File: src/rtl/salamander_pkg.sv
`default_nettype none
// ============================================================================
//  Module      : salamander_pkg
//  Description : Shared definitions for the Salamander-4 datapath: opcode
//                constants (common to ALU and control), control FSM state
//                enum and instruction field helpers.
//  Revision    : 1.0 - initial release
// ============================================================================
package salamander_pkg;

    // Instruction word layout: [11:8] opcode, [7:0] address / jump target
    localparam int c_INSTR_W = 12;
    localparam int c_OPC_MSB = 11;
    localparam int c_OPC_LSB = 8;
    localparam int c_ARG_MSB = 7;
    localparam int c_ARG_LSB = 0;

    typedef logic [3:0] opcode_t;

    localparam opcode_t c_OP_ADD = 4'h0;
    localparam opcode_t c_OP_SUB = 4'h1;
    localparam opcode_t c_OP_AND = 4'h2;
    localparam opcode_t c_OP_OR  = 4'h3;
    localparam opcode_t c_OP_XOR = 4'h4;
    localparam opcode_t c_OP_NOT = 4'h5;
    localparam opcode_t c_OP_LD  = 4'h6;
    localparam opcode_t c_OP_ST  = 4'h7;
    localparam opcode_t c_OP_INC = 4'h8;
    localparam opcode_t c_OP_DEC = 4'h9;
    localparam opcode_t c_OP_SHL = 4'hA;
    localparam opcode_t c_OP_SHR = 4'hB;
    localparam opcode_t c_OP_HLT = 4'hC;
    localparam opcode_t c_OP_JZ  = 4'hD;
    localparam opcode_t c_OP_JNZ = 4'hE;
    localparam opcode_t c_OP_NOP = 4'hF;

    typedef enum logic [2:0] {
        ST_FETCH  = 3'd0,
        ST_DECODE = 3'd1,
        ST_MEM    = 3'd2,
        ST_EXEC   = 3'd3,
        ST_HALT   = 3'd4
    } state_t;

    function automatic opcode_t opcode_of(input logic [c_INSTR_W-1:0] instr);
        return instr[c_OPC_MSB:c_OPC_LSB];
    endfunction

    function automatic logic [7:0] arg_of(input logic [c_INSTR_W-1:0] instr);
        return instr[c_ARG_MSB:c_ARG_LSB];
    endfunction

endpackage
`default_nettype wire

File: src/rtl/control_unit_if.sv
`default_nettype none
// ============================================================================
//  Module      : control_unit_if
//  Description : Bus bundle between the control unit and its environment:
//                program memory port, data memory port and ALU drive/return.
//                master = control unit side, slave = memories + ALU side.
//  Revision    : 1.0 - initial release
// ============================================================================
interface control_unit_if #(
    parameter int SIZE = 8,
    parameter int AW   = 8
);
    logic [AW-1:0]   prog_addr;
    logic            prog_re;
    logic [11:0]     prog_data;

    logic [AW-1:0]   data_addr;
    logic            data_re;
    logic [SIZE-1:0] data_rdata;
    logic            data_we;
    logic [SIZE-1:0] data_wdata;

    logic            alu_ce;
    logic [3:0]      alu_op;
    logic [SIZE-1:0] alu_left;
    logic [SIZE-1:0] alu_right;
    logic            alu_carry_in;
    logic            alu_carry_out;
    logic [SIZE-1:0] alu_result;

    modport master (
        output prog_addr, prog_re,
        input  prog_data,
        output data_addr, data_re, data_we, data_wdata,
        input  data_rdata,
        output alu_ce, alu_op, alu_left, alu_right, alu_carry_in,
        input  alu_carry_out, alu_result
    );

    modport slave (
        input  prog_addr, prog_re,
        output prog_data,
        input  data_addr, data_re, data_we, data_wdata,
        output data_rdata,
        input  alu_ce, alu_op, alu_left, alu_right, alu_carry_in,
        output alu_carry_out, alu_result
    );
endinterface
`default_nettype wire

File: src/rtl/control_unit_instr_decode.sv
`default_nettype none
// ============================================================================
//  Module      : instr_decode
//  Description : Combinational opcode classifier.
//  Ports       : opcode        in  4 - instruction opcode
//                needs_mem     out 1 - operand fetched from data memory
//                writes_acc    out 1 - result committed to ACC / zero flag
//                writes_mem    out 1 - result written to data memory
//                is_jump       out 1 - conditional jump (JZ / JNZ)
//                is_halt       out 1 - HLT
//                updates_carry out 1 - carry flag takes ALU carry_out
//  Revision    : 1.0 - initial release
// ============================================================================
module instr_decode
    import salamander_pkg::*;
(
    input  opcode_t opcode,
    output logic    needs_mem,
    output logic    writes_acc,
    output logic    writes_mem,
    output logic    is_jump,
    output logic    is_halt,
    output logic    updates_carry
);
    always_comb begin
        needs_mem     = 1'b0;
        writes_acc    = 1'b0;
        writes_mem    = 1'b0;
        is_jump       = 1'b0;
        is_halt       = 1'b0;
        updates_carry = 1'b0;
        case (opcode)
            c_OP_ADD, c_OP_SUB: begin
                needs_mem     = 1'b1;
                writes_acc    = 1'b1;
                updates_carry = 1'b1;
            end
            c_OP_AND, c_OP_OR, c_OP_XOR, c_OP_LD: begin
                needs_mem  = 1'b1;
                writes_acc = 1'b1;
            end
            c_OP_NOT, c_OP_INC, c_OP_DEC, c_OP_SHL, c_OP_SHR: begin
                writes_acc = 1'b1;
            end
            c_OP_ST:            writes_mem = 1'b1;
            c_OP_HLT:           is_halt    = 1'b1;
            c_OP_JZ, c_OP_JNZ:  is_jump    = 1'b1;
            c_OP_NOP: begin
            end
            default: begin
            end
        endcase
    end
endmodule
`default_nettype wire

File: src/rtl/control_unit.sv
`default_nettype none
// ============================================================================
//  Module      : control_unit
//  Description : Salamander-4 sequencing engine. Fetches 12-bit instructions,
//                decodes them, fetches memory operands, drives the ALU and
//                commits results to ACC, flags, data memory or PC.
//  Ports       : clk, rst      - clock, synchronous active-high reset
//                run           - fetch enable (sampled in FETCH only)
//                bus (master)  - program memory, data memory and ALU bundle
//                acc, pc       - accumulator and program counter
//                carry_flag, zero_flag - status flags
//                halted        - high while in HALT
//  Revision    : 1.0 - initial release
// ============================================================================
module control_unit
    import salamander_pkg::*;
#(
    parameter int SIZE = 8,
    parameter int AW   = 8
) (
    input  logic            clk,
    input  logic            rst,
    input  logic            run,
    control_unit_if.master  bus,
    output logic [SIZE-1:0] acc,
    output logic [AW-1:0]   pc,
    output logic            carry_flag,
    output logic            zero_flag,
    output logic            halted
);
    state_t          r_state;
    logic [11:0]     r_ir;
    logic [SIZE-1:0] r_acc;
    logic [AW-1:0]   r_pc;
    logic            r_carry;
    logic            r_zero;

    opcode_t         w_opcode;
    logic            w_needs_mem;
    logic            w_writes_acc;
    logic            w_writes_mem;
    logic            w_is_jump;
    logic            w_is_halt;
    logic            w_updates_carry;
    logic            w_jump_taken;
    logic [AW-1:0]   w_target;

    // In DECODE the instruction is still on the program bus (IR loads at the
    // end of that cycle); afterwards the opcode comes from IR.
    assign w_opcode = (r_state == ST_DECODE) ? opcode_of(bus.prog_data)
                                             : opcode_of(r_ir);
    assign w_target = AW'(arg_of(bus.prog_data));

    instr_decode u_decode (
        .opcode        (w_opcode),
        .needs_mem     (w_needs_mem),
        .writes_acc    (w_writes_acc),
        .writes_mem    (w_writes_mem),
        .is_jump       (w_is_jump),
        .is_halt       (w_is_halt),
        .updates_carry (w_updates_carry)
    );

    // Flag tested is the committed one: the previous EXEC updated it already.
    assign w_jump_taken = w_is_jump &&
                          ((w_opcode == c_OP_JZ) ? r_zero : !r_zero);

    always_ff @(posedge clk) begin
        if (rst) begin
            r_state <= ST_FETCH;
            r_ir    <= '0;
            r_acc   <= '0;
            r_pc    <= '0;
            r_carry <= 1'b0;
            r_zero  <= 1'b0;
        end else begin
            case (r_state)
                ST_FETCH: begin
                    if (run) r_state <= ST_DECODE;
                end
                ST_DECODE: begin
                    r_ir <= bus.prog_data;
                    r_pc <= w_jump_taken ? w_target : r_pc + 1'b1;
                    if (w_is_halt)                         r_state <= ST_HALT;
                    else if (w_needs_mem)                  r_state <= ST_MEM;
                    else if (w_writes_acc || w_writes_mem) r_state <= ST_EXEC;
                    else                                   r_state <= ST_FETCH;
                end
                ST_MEM: begin
                    r_state <= ST_EXEC;
                end
                ST_EXEC: begin
                    if (w_writes_acc) begin
                        r_acc  <= bus.alu_result;
                        r_zero <= (bus.alu_result == '0);
                    end
                    if (w_updates_carry) r_carry <= bus.alu_carry_out;
                    r_state <= ST_FETCH;
                end
                ST_HALT: begin
                    r_state <= ST_HALT;
                end
                default: begin
                    r_state <= ST_FETCH;
                end
            endcase
        end
    end

    // Strobes and ALU drive are decoded from state; rst masks them so that an
    // abandoned instruction never issues a write in the reset cycle.
    always_comb begin
        bus.prog_addr  = r_pc;
        bus.prog_re    = 1'b0;
        bus.data_addr  = AW'(arg_of(r_ir));
        bus.data_re    = 1'b0;
        bus.data_we    = 1'b0;
        bus.data_wdata = '0;
        bus.alu_ce     = 1'b0;
        bus.alu_op     = '0;
        bus.alu_right  = '0;
        if (!rst) begin
            case (r_state)
                ST_FETCH: bus.prog_re = run;
                ST_MEM:   bus.data_re = 1'b1;
                ST_EXEC: begin
                    bus.alu_ce    = 1'b1;
                    bus.alu_op    = opcode_of(r_ir);
                    bus.alu_right = w_needs_mem ? bus.data_rdata : '0;
                    if (w_writes_mem) begin
                        bus.data_we    = 1'b1;
                        bus.data_wdata = bus.alu_result;
                    end
                end
                default: begin
                end
            endcase
        end
    end

    assign bus.alu_left     = r_acc;
    assign bus.alu_carry_in = 1'b0;

    assign acc        = r_acc;
    assign pc         = r_pc;
    assign carry_flag = r_carry;
    assign zero_flag  = r_zero;
    assign halted     = (r_state == ST_HALT);
endmodule
`default_nettype wire

File: src/flat_wrapper.sv
// flat-port wrapper written by rule: the top's interface ports become plain ports
module control_unit_flat import salamander_pkg::*;
#(
    parameter int SIZE = 8,
    parameter int AW   = 8
)
  (clk, rst, run, acc, pc, carry_flag, zero_flag, halted, bus_prog_addr, bus_prog_re, bus_prog_data, bus_data_addr, bus_data_re, bus_data_we, bus_data_wdata, bus_data_rdata, bus_alu_ce, bus_alu_op, bus_alu_left, bus_alu_right, bus_alu_carry_in, bus_alu_carry_out, bus_alu_result);
  control_unit_if #(.SIZE(SIZE), .AW(AW)) bus_i ();
  input  logic clk;
  input  logic rst;
  input  logic run;
  output logic [SIZE-1:0] acc;
  output logic [AW-1:0] pc;
  output logic carry_flag;
  output logic zero_flag;
  output logic halted;
  output wire logic [$bits(bus_i.prog_addr)-1:0] bus_prog_addr;
  output wire logic [$bits(bus_i.prog_re)-1:0] bus_prog_re;
  input wire logic [$bits(bus_i.prog_data)-1:0] bus_prog_data;
  output wire logic [$bits(bus_i.data_addr)-1:0] bus_data_addr;
  output wire logic [$bits(bus_i.data_re)-1:0] bus_data_re;
  output wire logic [$bits(bus_i.data_we)-1:0] bus_data_we;
  output wire logic [$bits(bus_i.data_wdata)-1:0] bus_data_wdata;
  input wire logic [$bits(bus_i.data_rdata)-1:0] bus_data_rdata;
  output wire logic [$bits(bus_i.alu_ce)-1:0] bus_alu_ce;
  output wire logic [$bits(bus_i.alu_op)-1:0] bus_alu_op;
  output wire logic [$bits(bus_i.alu_left)-1:0] bus_alu_left;
  output wire logic [$bits(bus_i.alu_right)-1:0] bus_alu_right;
  output wire logic [$bits(bus_i.alu_carry_in)-1:0] bus_alu_carry_in;
  input wire logic [$bits(bus_i.alu_carry_out)-1:0] bus_alu_carry_out;
  input wire logic [$bits(bus_i.alu_result)-1:0] bus_alu_result;
  assign bus_prog_addr = bus_i.prog_addr;
  assign bus_prog_re = bus_i.prog_re;
  assign bus_i.prog_data = bus_prog_data;
  assign bus_data_addr = bus_i.data_addr;
  assign bus_data_re = bus_i.data_re;
  assign bus_data_we = bus_i.data_we;
  assign bus_data_wdata = bus_i.data_wdata;
  assign bus_i.data_rdata = bus_data_rdata;
  assign bus_alu_ce = bus_i.alu_ce;
  assign bus_alu_op = bus_i.alu_op;
  assign bus_alu_left = bus_i.alu_left;
  assign bus_alu_right = bus_i.alu_right;
  assign bus_alu_carry_in = bus_i.alu_carry_in;
  assign bus_i.alu_carry_out = bus_alu_carry_out;
  assign bus_i.alu_result = bus_alu_result;
  control_unit #(.SIZE(SIZE), .AW(AW)) u_core (.clk(clk), .rst(rst), .run(run), .bus(bus_i), .acc(acc), .pc(pc), .carry_flag(carry_flag), .zero_flag(zero_flag), .halted(halted));
endmodule
File: config.mk
export PLATFORM = sky130hd
export DESIGN_NAME = control_unit_flat
export DESIGN_NICKNAME = d
export VERILOG_FILES = /design/src/rtl/salamander_pkg.sv /design/src/rtl/control_unit_if.sv /design/src/rtl/control_unit_instr_decode.sv /design/src/rtl/control_unit.sv /design/src/flat_wrapper.sv
export SDC_FILE = /design/constraint.sdc
export NUM_CORES = 1
export LEC_CHECK = 0
export BUFFER_PORTS_ARGS = -buffer_cell sky130_fd_sc_hd__buf_4
export CORE_MARGIN = 2
export CORE_UTILIZATION = 28
export DETAILED_ROUTE_END_ITERATION = 8
export PLACE_DENSITY = 0.51
export SYNTH_ARGS = -nofsm -noshare
export SYNTH_HDL_FRONTEND = slang
export SYNTH_HIERARCHICAL = 1
export SYNTH_SLANG_ARGS = --single-unit
export TNS_END_PERCENT = 100
File: constraint.sdc
create_clock -name clk -period 4.8 [get_ports clk]
set_input_delay 0.72 -clock clk [delete_from_list [all_inputs] [get_ports clk]]
set_output_delay 0.72 -clock clk [all_outputs]
set_load 0.03 [all_outputs]
==> After elaboration in Yosys (flattened, before gate mapping) <==
Index checks and enable logic that the tools add are counted.
Widths: inputs -> output; s select.
{ "classes": {"n_eq_ne": 19, "reduce_logical": 12, "muxes": 31, "add_sub_neg": 1} }
{ "ops": {"columns": ["cell", "n"], "rows": [
  ["$mux 8", 7],
  ["$eq 4x4->1 const B", 7],
  ["$eq 4x3->1 const B", 4],
  ["$mux 1", 16],
  ["$mux 4", 3],
  ["$pmux 3 s4", 1],
  ["$reduce_or 11->1", 1],
  ["$mux 3", 3],
  ["$add 8x1->8 const B", 1],
  ["$eq 4x2->1 const B", 2],
  ["$logic_not 8->1", 1],
  ["$eq 3x2->1 const B", 2],
  ["$reduce_or 6->1", 1],
  ["$eq 4x1->1 const B", 1],
  ["$logic_not 4->1", 1],
  ["$reduce_and 2->1", 2],
  ["$reduce_or 2->1", 2],
  ["$eq 3x1->1 const B", 1],
  ["$eq 3x3->1 const B", 1],
  ["$logic_not 3->1", 1],
  ["$mux 2", 1],
  ["$ne 2x2->1 const B", 1],
  ["$logic_and 1x1->1", 1],
  ["$logic_not 1->1", 1],
  ["$logic_or 1x1->1", 1]
]} }
{ "word_totals": {"ff_bits": 33} }

==> Depth between registers and ports, before layout <==
Gate-level depths: netlist (run 1).
{ "depth": {"depth_word": 10, "depth_mapped": 13, "mapped_depth_nobuf": 10} }

==> Modules after synthesis <==
Netlist (run 1), hierarchy kept.
{ "modules_own_cells": {"columns": ["mod", "area_per_inst_um2", "instances", "cells_each"], "rows": [
  ["control_unit", 1819.2, 1, 234],
  ["instr_decode", 55.1, 1, 9]
]} }

==> Least setup slack after synthesis (run 1) <==
Ideal clock, no wire load.
{ "synth_timing": {"kind": "flip-flop to output port", "start": "register u_core.r_state[0]", "end": "output port bus_data_wdata[0]", "slack_ps": 1884, "required_time_ps": 4080, "stages_incl_launch_ff": 11, "arrival_time_ps": 2196, "cell_sequence": "dfxtp_1 buf_6 nor2b_1 nand2b_1 clkbuf_1 clkbuf_1 nand2_1 nand2_1 and4b_2 clkbuf_1 and3_1"} }
{ "synth_via": {"elab_chain_len": 7, "elab_cells_between_ends": 8, "cone_classes": "eq/ne: 3; mux: 5"} }
{ "synth_rtl": {"columns": ["item", "line", "rtl"], "rows": [
  ["from (decl)", "control_unit.sv:31", "state_t r_state;"],
  ["from (signal assigned)", "control_unit.sv:70", "r_state <= ST_FETCH;"],
  ["from (signal assigned)", "control_unit.sv:79", "if (run) r_state <= ST_DECODE;"],
  ["from (signal assigned)", "control_unit.sv:84", "if (w_is_halt) r_state <= ST_HALT;"],
  ["$eq 3x1->1", "control_unit.sv:50", "assign w_opcode = (r_state == ST_DECODE) ? opcode_of(bus.prog_data)"],
  ["$mux 4", "control_unit.sv:50", null],
  ["via u_core.w_opcode[0]", "control_unit.sv:38", "opcode_t w_opcode;"],
  ["$eq 4x3->1", "control_unit_instr_decode.sv:32", "case (opcode)"],
  ["$mux 1", "control_unit_instr_decode.sv:32", null],
  ["via u_core.w_writes_mem", "control_unit.sv:41", "logic w_writes_mem;"],
  ["$mux 8", "control_unit.sv:130", "if (w_writes_mem) begin"],
  ["$mux 8", "control_unit.sv:123", "case (r_state)"],
  ["$mux 8", "control_unit.sv:122", "if (!rst) begin"],
  ["to (decl)", "flat_wrapper.sv:23", "output wire logic [$bits(bus_i.data_wdata)-1:0] bus_data_wdata;"]
]} }
The timed path passes the listed nets, and every way through them passes these cells.

==> Final worst setup path (run 1) <==
{ "layout_timing": {"start": "register u_core.r_state[0]", "end": "output port bus_alu_right[5]"} }
{ "layout_via": {"elab_chain_len": 8, "elab_cells_between_ends": 14, "cone_classes": "eq/ne: 7; mux: 5; reduce/logical: 2"} }
{ "layout_rtl": {"columns": ["item", "line", "rtl"], "rows": [
  ["$eq 3x1->1 (*)", "control_unit.sv:50", null],
  ["$mux 4 (*)", "control_unit.sv:50", null],
  ["via u_core.w_opcode[0]", "control_unit.sv:38", null],
  ["$eq 4x1->1, or another cell as far along", "control_unit_instr_decode.sv:32", null],
  ["$reduce_or 6->1 (no line) (*)", null, null],
  ["$mux 1 (*)", "control_unit_instr_decode.sv:32", null],
  ["via u_core.w_needs_mem", "control_unit.sv:39", "logic w_needs_mem;"],
  ["$mux 8 (*)", "control_unit.sv:129", "bus.alu_right = w_needs_mem ? bus.data_rdata : '0;"],
  ["$mux 8 (*)", "control_unit.sv:123", null],
  ["$mux 8 (*)", "control_unit.sv:122", null],
  ["to (decl)", "flat_wrapper.sv:28", "output wire logic [$bits(bus_i.alu_right)-1:0] bus_alu_right;"]
]} }
The timed path passes the listed nets; every way through them passes the cells marked *.

==> results.ini, run 1 <==
[global_route]
grtUsageTotal_pct = 14.1
first_global_vias = 1741
gr-total-overflow = 0
grt_max_degree = 37
grt_pass1_wl_um = 8260
grt_antenna_before_repair = 0

[setup_path]
crit_type = register to output pin
cp-end-kind = output pin
cp.arrival_ps = 2810
path_max_fanout = 17
start_kind = register
required_ps = 4080

[layout]
layout-drive-gt1-share_pct = 35.8
fin_nets = 342
layout_common_cells = buf_4, nand2_1, dfxtp_1
areaGrowthSynthToFinish_pct = 35.7
n_fill_cell = 682
final_cells = 387
n_antenna_cell = 0
final_common_cell = buf_4

[yosys]
synthAdderAreaFrac_pct = 0.668
ys_warn_count = 6
yosysUniqueCellTypes = 38
yosysTopAreaCell = dfxtp_1
synth_top_area_share_pct = 35.2
synthTopCellsByArea = dfxtp_1, nand2_1, buf_4
synth.area.mux_share_pct = 3.20
synth_fp_nets = 276
synth_enable_flop_cells = 0
synth-simple-area-share_pct = 32.4
synthesis.area_mm2 = 0.00187
synth_top_family_by_area = simple AND/OR/NAND/NOR gates
async_reset_ff_share_pct = 0
syn_inst = 243
ys_dominant_reg_cell = dfxtp_1
ys_seq_area_share_pct = 35.2
synth-xor-area-share_pct = 2.80
synth_seq_cells = 33
synth_compound_area_share_pct = 12.1
avgSynthCellArea_um2 = 7.71

[outcome]
status = finished, violations left
violations = design-rule violations

[sta]
fin_worst_skew_ps = 7.21
slew_viol_final = 0
setup_slack_ps = 1270
holdWs_ps = 458
rsz0062_at_grt = no
worst_slew_pin_slew_ps = 1170
finalSetupTns_ps = 0
finalSetupViolations = 0
min_period_ps = 3530
hold_viol = 0
max_freq_ghz = 0.283
slew_headroom_pct = 21.4
fin_crit_sh_pct = 73.6

[drt]
routed_via_density = 4.83
routed_wire_length_per_instance_um = 13.7
first_pass_iters = 7
antenna_left = 0
vias = 1868
wl_um = 5290
drc = 5
drt_iter0_markers = 85

[floorplan]
die_w_um = 85.8
rows = 29
die_y_um = 85.8
core_area_mm2 = 0.00642
ios = 100
initial_utilization_pct = 29.2
die_area_mm2 = 0.00736

[placement]
io_buffer_count = 98
gp_congestion = 0.735
dp_slack_ps = 1580
place_hpwl_um = 3900
dp.cells = 379

[clock_network]
cts_buffers = 5
h-tree-depth = 2
cts-root-buf = clkbuf_8
clockBufferDepth = 2
cts_tree = yes
path_clk_slew_ps = 70
clkLatencyLatePin_ps = 280
post-cts-setup-buffers = 0
clock_sinks = 33
holdBufCountCts = 0
cts-resized-gates = 0

[worst_hold_path]
hp-class = register to register

[flow_run]
cap_violations = 0

[power]
p_leak_nw = 1.21
power.density_mw_per_mm2 = 284
peakVddDrop_v = 0.0000971

final cells by class:
class	count	area, µm²	share of cell area (%)
clock buffer	5	68.8	2.71
clock inverter	3	17.5	0.689
multi-input combinational	171	965	37.9
sequential	33	661	26.0
tap	77	96.3	3.79
timing repair buffer	98	736	28.9
worst paths after layout:
kind | start | endpoint | slack, ps | cells after the start
min | u_core/r_ir[1]$_SDFFE_PP0N_ | u_core/r_ir[1]$_SDFFE_PP0N_ | 460 | 2
max reg2reg | u_core/r_state[0]$_SDFFE_PP0P_ | u_core/bus.prog_addr[3]$_SDFFE_PP0N_ | 1800 | 10
max | u_core/r_state[0]$_SDFFE_PP0P_ | bus_alu_right[5] | 1270 | 7
min reg2reg | u_core/r_ir[1]$_SDFFE_PP0N_ | u_core/r_ir[1]$_SDFFE_PP0N_ | 460 | 2
power breakdown:
group	leakage [nW]	total [mW]	switching (mW)	internal [mW]
Sequential	0.268	0.315	0.0223	0.293
Clock	0.0439	0.207	0.106	0.100
Combinational	0.893	0.200	0.123	0.0775
Total	1.21	0.722	0.252	0.471
registers in the layout, indices dropped and copies added (netlist names):
name / cells
u_core/zero_flag: 1
u_core/r_state: 3
u_core/carry_flag: 1
u_core/acc: 8
u_core/r_ir: 12
u_core/bus.prog_addr: 8
critical path: stages, from the launching register on:
cell	delay [ps]
dfxtp_1	460
nor2b_1	340
nand2b_1	430
nand2_1	210
nand2_1	150
a21oi_1	520
and3_1	260
buf_4	160
synth_stat cells, drive strengths merged, types with 2 or more instances:
master	instances
a211oi	5
a21oi	24
a2bb2oi	2
a31oi	2
and2	7
and3	19
buf	28
clkbuf	11
dfxtp	33
mux2	2
mux2i	3
nand2	53
nand3	7
nand4b	3
nor2	9
nor2b	3
nor3	9
nor4	2
xnor2	2
xor2	4
layer usage:
metal	up-vias	global-route usage [%]	wire, µm	share of wire, %
li1	945	-	-	-
met5	-	0	0	0
met3	5	3.37	334	6.3
met2	71	23.5	2530	48
met1	847	18.0	2380	45
met4	0	4.76	49	0.93
stage by stage:
stage          util (%)  power, mW  cell area [µm²]
4_1_cts            39.6      0.733             2540
5_1_grt            39.6      0.765             2540
3_3_place_gp       38.3      0.522             2460
3_5_place_dp       38.3      0.523             2460
6_report           39.6      0.722             2540
2_1_floorplan         -      0.467             1870
cell families after synthesis:
group | Yosys count
buf+inv | 39
fa+ha+maj | 1
other cells | 1
flops | 33
mux | 5
simple gates | 120
xor+xnor | 6
compound gates | 38
Note: power is estimated with default switching activity, not from simulation.
==> run 2, diff against run 1 <==
--- a/config.mk
+++ b/config.mk
@@ -5,11 +5,12 @@
 export SDC_FILE = /design/constraint.sdc
 export NUM_CORES = 1
 export LEC_CHECK = 0
+export ABC_AREA = 1
 export BUFFER_PORTS_ARGS = -buffer_cell sky130_fd_sc_hd__buf_4
 export CORE_MARGIN = 2
 export CORE_UTILIZATION = 28
 export DETAILED_ROUTE_END_ITERATION = 8
-export PLACE_DENSITY = 0.51
+export PLACE_DENSITY = 0.52
 export SYNTH_ARGS = -nofsm -noshare
 export SYNTH_HDL_FRONTEND = slang
 export SYNTH_HIERARCHICAL = 1
==> constraint.sdc (replaced) <==
create_clock -name clk -period 3.2 [get_ports clk]
set_input_delay 0.48 -clock clk [delete_from_list [all_inputs] [get_ports clk]]
set_output_delay 0.48 -clock clk [all_outputs]
set_load 0.03 [all_outputs]
==> results.ini, run 2 <==
[outcome]
status = finished clean

[clock_network]
cts-resized-gates = 0
cts_buffers = 5
clock_sinks = 33
cts-root-buf = clkbuf_8
post-cts-setup-buffers = 0
clkLatencyLatePin_ps = 280
cts_tree = yes
holdBufCountCts = 0
path_clk_slew_ps = 70
clockBufferDepth = 2
h-tree-depth = 2

[global_route]
grt_pass1_wl_um = 8350
gr-total-overflow = 0
first_global_vias = 1874
grtUsageTotal_pct = 12.5
grt_antenna_before_repair = 0
grt_max_degree = 24

[sta]
slew_viol_final = 0
fin_worst_skew_ps = 7.85
fin_crit_sh_pct = 89.6
setup_slack_ps = 332
hold_viol = 0
min_period_ps = 2870
finalSetupTns_ps = 0
max_freq_ghz = 0.349
rsz0062_at_grt = no
finalSetupViolations = 0

[layout]
fin_nets = 397
postLayoutCellArea_mm2 = 0.00278
n_antenna_cell = 0
largest_reg_flops = 12
layout-drive-gt1-share_pct = 36.0
layout_common_cells = buf_4, inv_1, nand2_1
n_fill_cell = 780
regMostFlops = u_core/r_ir
areaGrowthSynthToFinish_pct = 35.1
final_util_pct = 38.7
final_common_cell = buf_4

[setup_path]
start_kind = register
crit_type = register to output pin
cp-end-kind = output pin
critical_path.max_stage_delay_ps = 480
startpoint = u_core/r_state[0]$_SDFFE_PP0P_
critPathSlowestCell = dfxtp_1
path_max_fanout = 11
cp.arrival_ps = 2390
rr_startpoint = u_core/r_state[0]$_SDFFE_PP0P_
r2r_slack_ps = 930
required_ps = 2720
cp_cell_sequence = nand3_2 > nand2_4 > nand2_4 > inv_1 > nand3_1 > nor2_1 > inv_1 > nor2_1 > inv_1 > nor2_1 > buf_4

[placement]
gp_congestion = 0.807
io_buffer_count = 98
post_dp_cell_area_mm2 = 0.00269
place_hpwl_um = 3950
dp_slack_ps = 656

[yosys]
synth.area.mux_share_pct = 0
synth_fp_nets = 324
synth_most_common_cell = inv_1
yosysUniqueCellTypes = 35
synth_seq_cells = 33
avgSynthCellArea_um2 = 7.07
synth_top_family_by_area = simple AND/OR/NAND/NOR gates
synthTopCellsByArea = dfxtp_1, buf_4, inv_1
synth_top_area_share_pct = 32.1
ys_warn_count = 6
syn_inst = 291
synthesis.area_mm2 = 0.00206
ys_dominant_reg_cell = dfxtp_1
async_reset_ff_share_pct = 0
synth_enable_flop_cells = 0
ys_seq_area_share_pct = 32.1
synth-simple-area-share_pct = 33.4
synth_compound_area_share_pct = 10.1
netlist_top_cells_count = inv_1, nand2_1, nor2_1
synth-xor-area-share_pct = 2.55
yosysTopAreaCell = dfxtp_1
synthAdderAreaFrac_pct = 0.608

[power]
power.density_mw_per_mm2 = 552
p_leak_nw = 1.41
peakVddDrop_v = 0.000163

[floorplan]
die_w_um = 89.7
ios = 100
die_y_um = 89.7
rows = 31
core_area_mm2 = 0.00718
initial_utilization_pct = 28.7
die_area_mm2 = 0.00805

[drt]
drt_iter0_markers = 70
routed_via_density = 4.30
routed_wire_length_per_instance_um = 11.2
first_pass_iters = 4
vias = 1993
wl_um = 5190
antenna_left = 0
drc = 0

[worst_hold_path]
worstHoldStart = bus_prog_data[4]
hp-class = primary input to register

[flow_run]
cap_violations = 0

==> run 2: critical path, delay by kind of cell, from the launching register on <==
kind	cells	cell delay, ps
simple gates	7	1120
flops	1	480
buf+inv	4	500
==> run 2: layout make-up <==
cell class / instances / area (µm²) / area share [%]
sequential: 33 / 661 / 23.8
clock buffer: 7 / 86.3 / 3.11
tap: 99 / 124 / 4.46
inverter: 50 / 194 / 6.98
multi-input combinational: 174 / 963 / 34.7
timing repair buffer: 100 / 751 / 27.0
==> run 2: path summary, 6_finish.rpt <==
path / endpoint / cells after the start
setup / recovery: bus_data_wdata[5] / 11
setup reg to reg: u_core/zero_flag$_SDFFE_PP0P_ / 10
hold reg to reg: u_core/carry_flag$_SDFFE_PP0P_ / 2
hold / removal: u_core/bus.prog_addr[4]$_SDFFE_PP0N_ / 3
==> run 2: per-stage QoR <==
step,hold slack (ps),std cells,total power [mW]
after floorplan,444,291,1.09
after global placement,458,456,1.23
after detailed placement,461,456,1.23
after CTS,437,463,1.55
after global routing,468,463,1.63
final,448,463,1.53
==> run 2: kinds of logic (layout without fill, tap and decap cells) <==
family	count (synthesis)	after routing
buf+inv	84	157
other cells	1	1
fa+ha+maj	1	1
compound gates	38	38
simple gates	128	128
xor+xnor	6	6
flops	33	33
==> run 2: power by group <==
part           internal (mW)  total, mW  switching, mW
clock network          0.171      0.319          0.148
registers              0.471      0.519         0.0476
logic                  0.237      0.696          0.458
total                  0.879       1.53          0.654
==> run 2: layer usage <==
layer  track usage, %  share of wire, %
met1             16.1                46
met2             20.0                45
met3             2.35               6.1
met4             6.54               2.5
met5                0                 0
==> run 3, diff against run 2 <==
--- a/config.mk
+++ b/config.mk
@@ -13,6 +13,5 @@
 export PLACE_DENSITY = 0.52
 export SYNTH_ARGS = -nofsm -noshare
 export SYNTH_HDL_FRONTEND = slang
-export SYNTH_HIERARCHICAL = 1
 export SYNTH_SLANG_ARGS = --single-unit
 export TNS_END_PERCENT = 100
==> results.ini, run 3 <==
[outcome]
status = finished clean

[placement]
place_hpwl_um = 4290
gp_congestion = 0.793
io_buffer_count = 98

[global_route]
grt_pass1_wl_um = 9290
grt_use_met3_pct = 2.93
grtUsageMet2_pct = 23.4
top_usage_layer = met2
grtUsageTotal_pct = 13.8
first_global_vias = 1896
grt_antenna_before_repair = 0
grt_max_degree = 27
gr-total-overflow = 0
grt_util_met1_pct = 17.7

[setup_path]
cp.arrival_ps = 2050
r2r_slack_ps = 1410
start_kind = register
path_max_fanout = 10
required_ps = 2720
cp-end-kind = output pin
crit_type = register to output pin

[layout]
n_antenna_cell = 0
layout_common_cells = buf_4, nor2_1, nand2_1
n_fill_cell = 781
areaGrowthSynthToFinish_pct = 33.8
regMostFlops = u_core.r_ir
largest_reg_flops = 12
fin_nets = 405
final-seq-area_um2 = 661
final_common_cell = buf_4
multi_input_area_mm2 = 0.00101
layout-drive-gt1-share_pct = 34.6

[yosys]
ys_warn_count = 0
synth_enable_flop_cells = 0
async_reset_ff_share_pct = 0
ys_seq_area_share_pct = 32.0
synthesis.area_mm2 = 0.00206
synthTopCellsByArea = dfxtp_1, buf_4, nor2_1
synth_seq_cells = 33
yosysUniqueCellTypes = 31
syn_inst = 302
ys_dominant_reg_cell = dfxtp_1
synth_fp_nets = 335
synth_most_common_cell = nor2_1
synth_top_area_share_pct = 32.0
yosysTopAreaCell = dfxtp_1
netlist_top_cells_count = nor2_1, nand2_1, inv_1
avgSynthCellArea_um2 = 6.83

[drt]
vias = 1993
first_pass_iters = 4
routed_via_density = 4.22
drc = 0
routed_wire_length_per_instance_um = 11.7
antenna_left = 0
drt_iter0_markers = 71
wl_um = 5500

[sta]
hold_viol = 0
finalSetupViolations = 0
fin_crit_sh_pct = 79.2
finalSetupTns_ps = 0
fin_worst_skew_ps = 5.29
max_freq_ghz = 0.395
slew_viol_final = 0
rsz0062_at_grt = no
min_period_ps = 2530

[worst_hold_path]
hp-class = primary input to register

[floorplan]
core_area_mm2 = 0.00718
die_y_um = 89.8
ios = 100
die_w_um = 89.8
rows = 31
initial_utilization_pct = 28.8
die_area_mm2 = 0.00807

[flow_run]
cap_violations = 0

[clock_network]
clockBufferDepth = 2
cts-root-buf = clkbuf_8
h-tree-depth = 2
holdBufCountCts = 0
path_clk_slew_ps = 70
clock_sinks = 33
cts_tree = yes
clkLatencyLatePin_ps = 280
cts_buffers = 5
post-cts-setup-buffers = 0
cts-resized-gates = 0

[power]
peakVddDrop_v = 0.000159
power.density_mw_per_mm2 = 453
power.total_mw = 1.25
p_leak_nw = 1.40

run 3: worst paths after layout:
path | to | cells past startpoint | start
setup / recovery | bus_data_wdata[4] | 11 | u_core.r_state[0]$_SDFFE_PP0P_
hold / removal | u_core.r_ir[2]$_SDFFE_PP0N_ | 3 | bus_prog_data[2]
setup reg to reg | u_core.bus.prog_addr[1]$_SDFFE_PP0N_ | 10 | u_core.r_state[0]$_SDFFE_PP0P_
hold reg to reg | u_core.carry_flag$_SDFFE_PP0P_ | 2 | u_core.carry_flag$_SDFFE_PP0P_
run 3: kinds of logic after synthesis:
group | count (synthesis) | synth area share (%)
AO/OA/AOI/OAI | 34 | 8.91
XOR/XNOR | 4 | 1.70
adder cells (fa/ha/maj) | 1 | 0.606
buffers and inverters | 74 | 19.1
flip-flops | 33 | 32.0
other | 1 | 0.182
AND/OR/NAND/NOR | 155 | 37.5
run 3: critical path, cell delays in order, from the launching register on:
cell and delay (ps):
dfxtp_1 560, nand2_1 90, inv_1 90, nand2_2 90, nor2_2 130, inv_2 90
nor2_4 180, inv_1 70, nor2_2 140, inv_2 90, nor2_1 100, buf_4 170
run 3: cell type report:
class	count	share of cell area, %
repair buffers	98	26.6
inverters	39	5.30
flip-flops and latches	33	23.9
multi-input cells	195	36.5
clock inverters	3	0.634
clock buffers	5	2.49
well taps	99	4.49
run 3: per-stage QoR:
stage | hold WS [ps] | util [%] | setup WS (ps) | cell area (µm²) | cells
floorplan | 456 | - | 503 | 2060 | 302
global placement | 445 | 37.3 | 1020 | 2680 | 464
detailed placement | 463 | 37.3 | 968 | 2680 | 464
CTS | 454 | 38.5 | 653 | 2760 | 472
global route | 465 | 38.5 | 444 | 2760 | 472
finish | 459 | 38.5 | 667 | 2760 | 472
run 3: routing by layer:
layer / share of wire [%] / wire [µm] / up-vias
met5: 0 / 0 / -
met4: 1.2 / 67 / 0
met3: 4.2 / 232 / 4
met2: 48 / 2630 / 43
met1: 47 / 2580 / 887
li1: - / - / 1059
run 3: power breakdown:
part	internal, mW	total [mW]	switching (mW)
clock network	0.150	0.306	0.156
registers	0.453	0.494	0.0407
logic	0.158	0.451	0.293
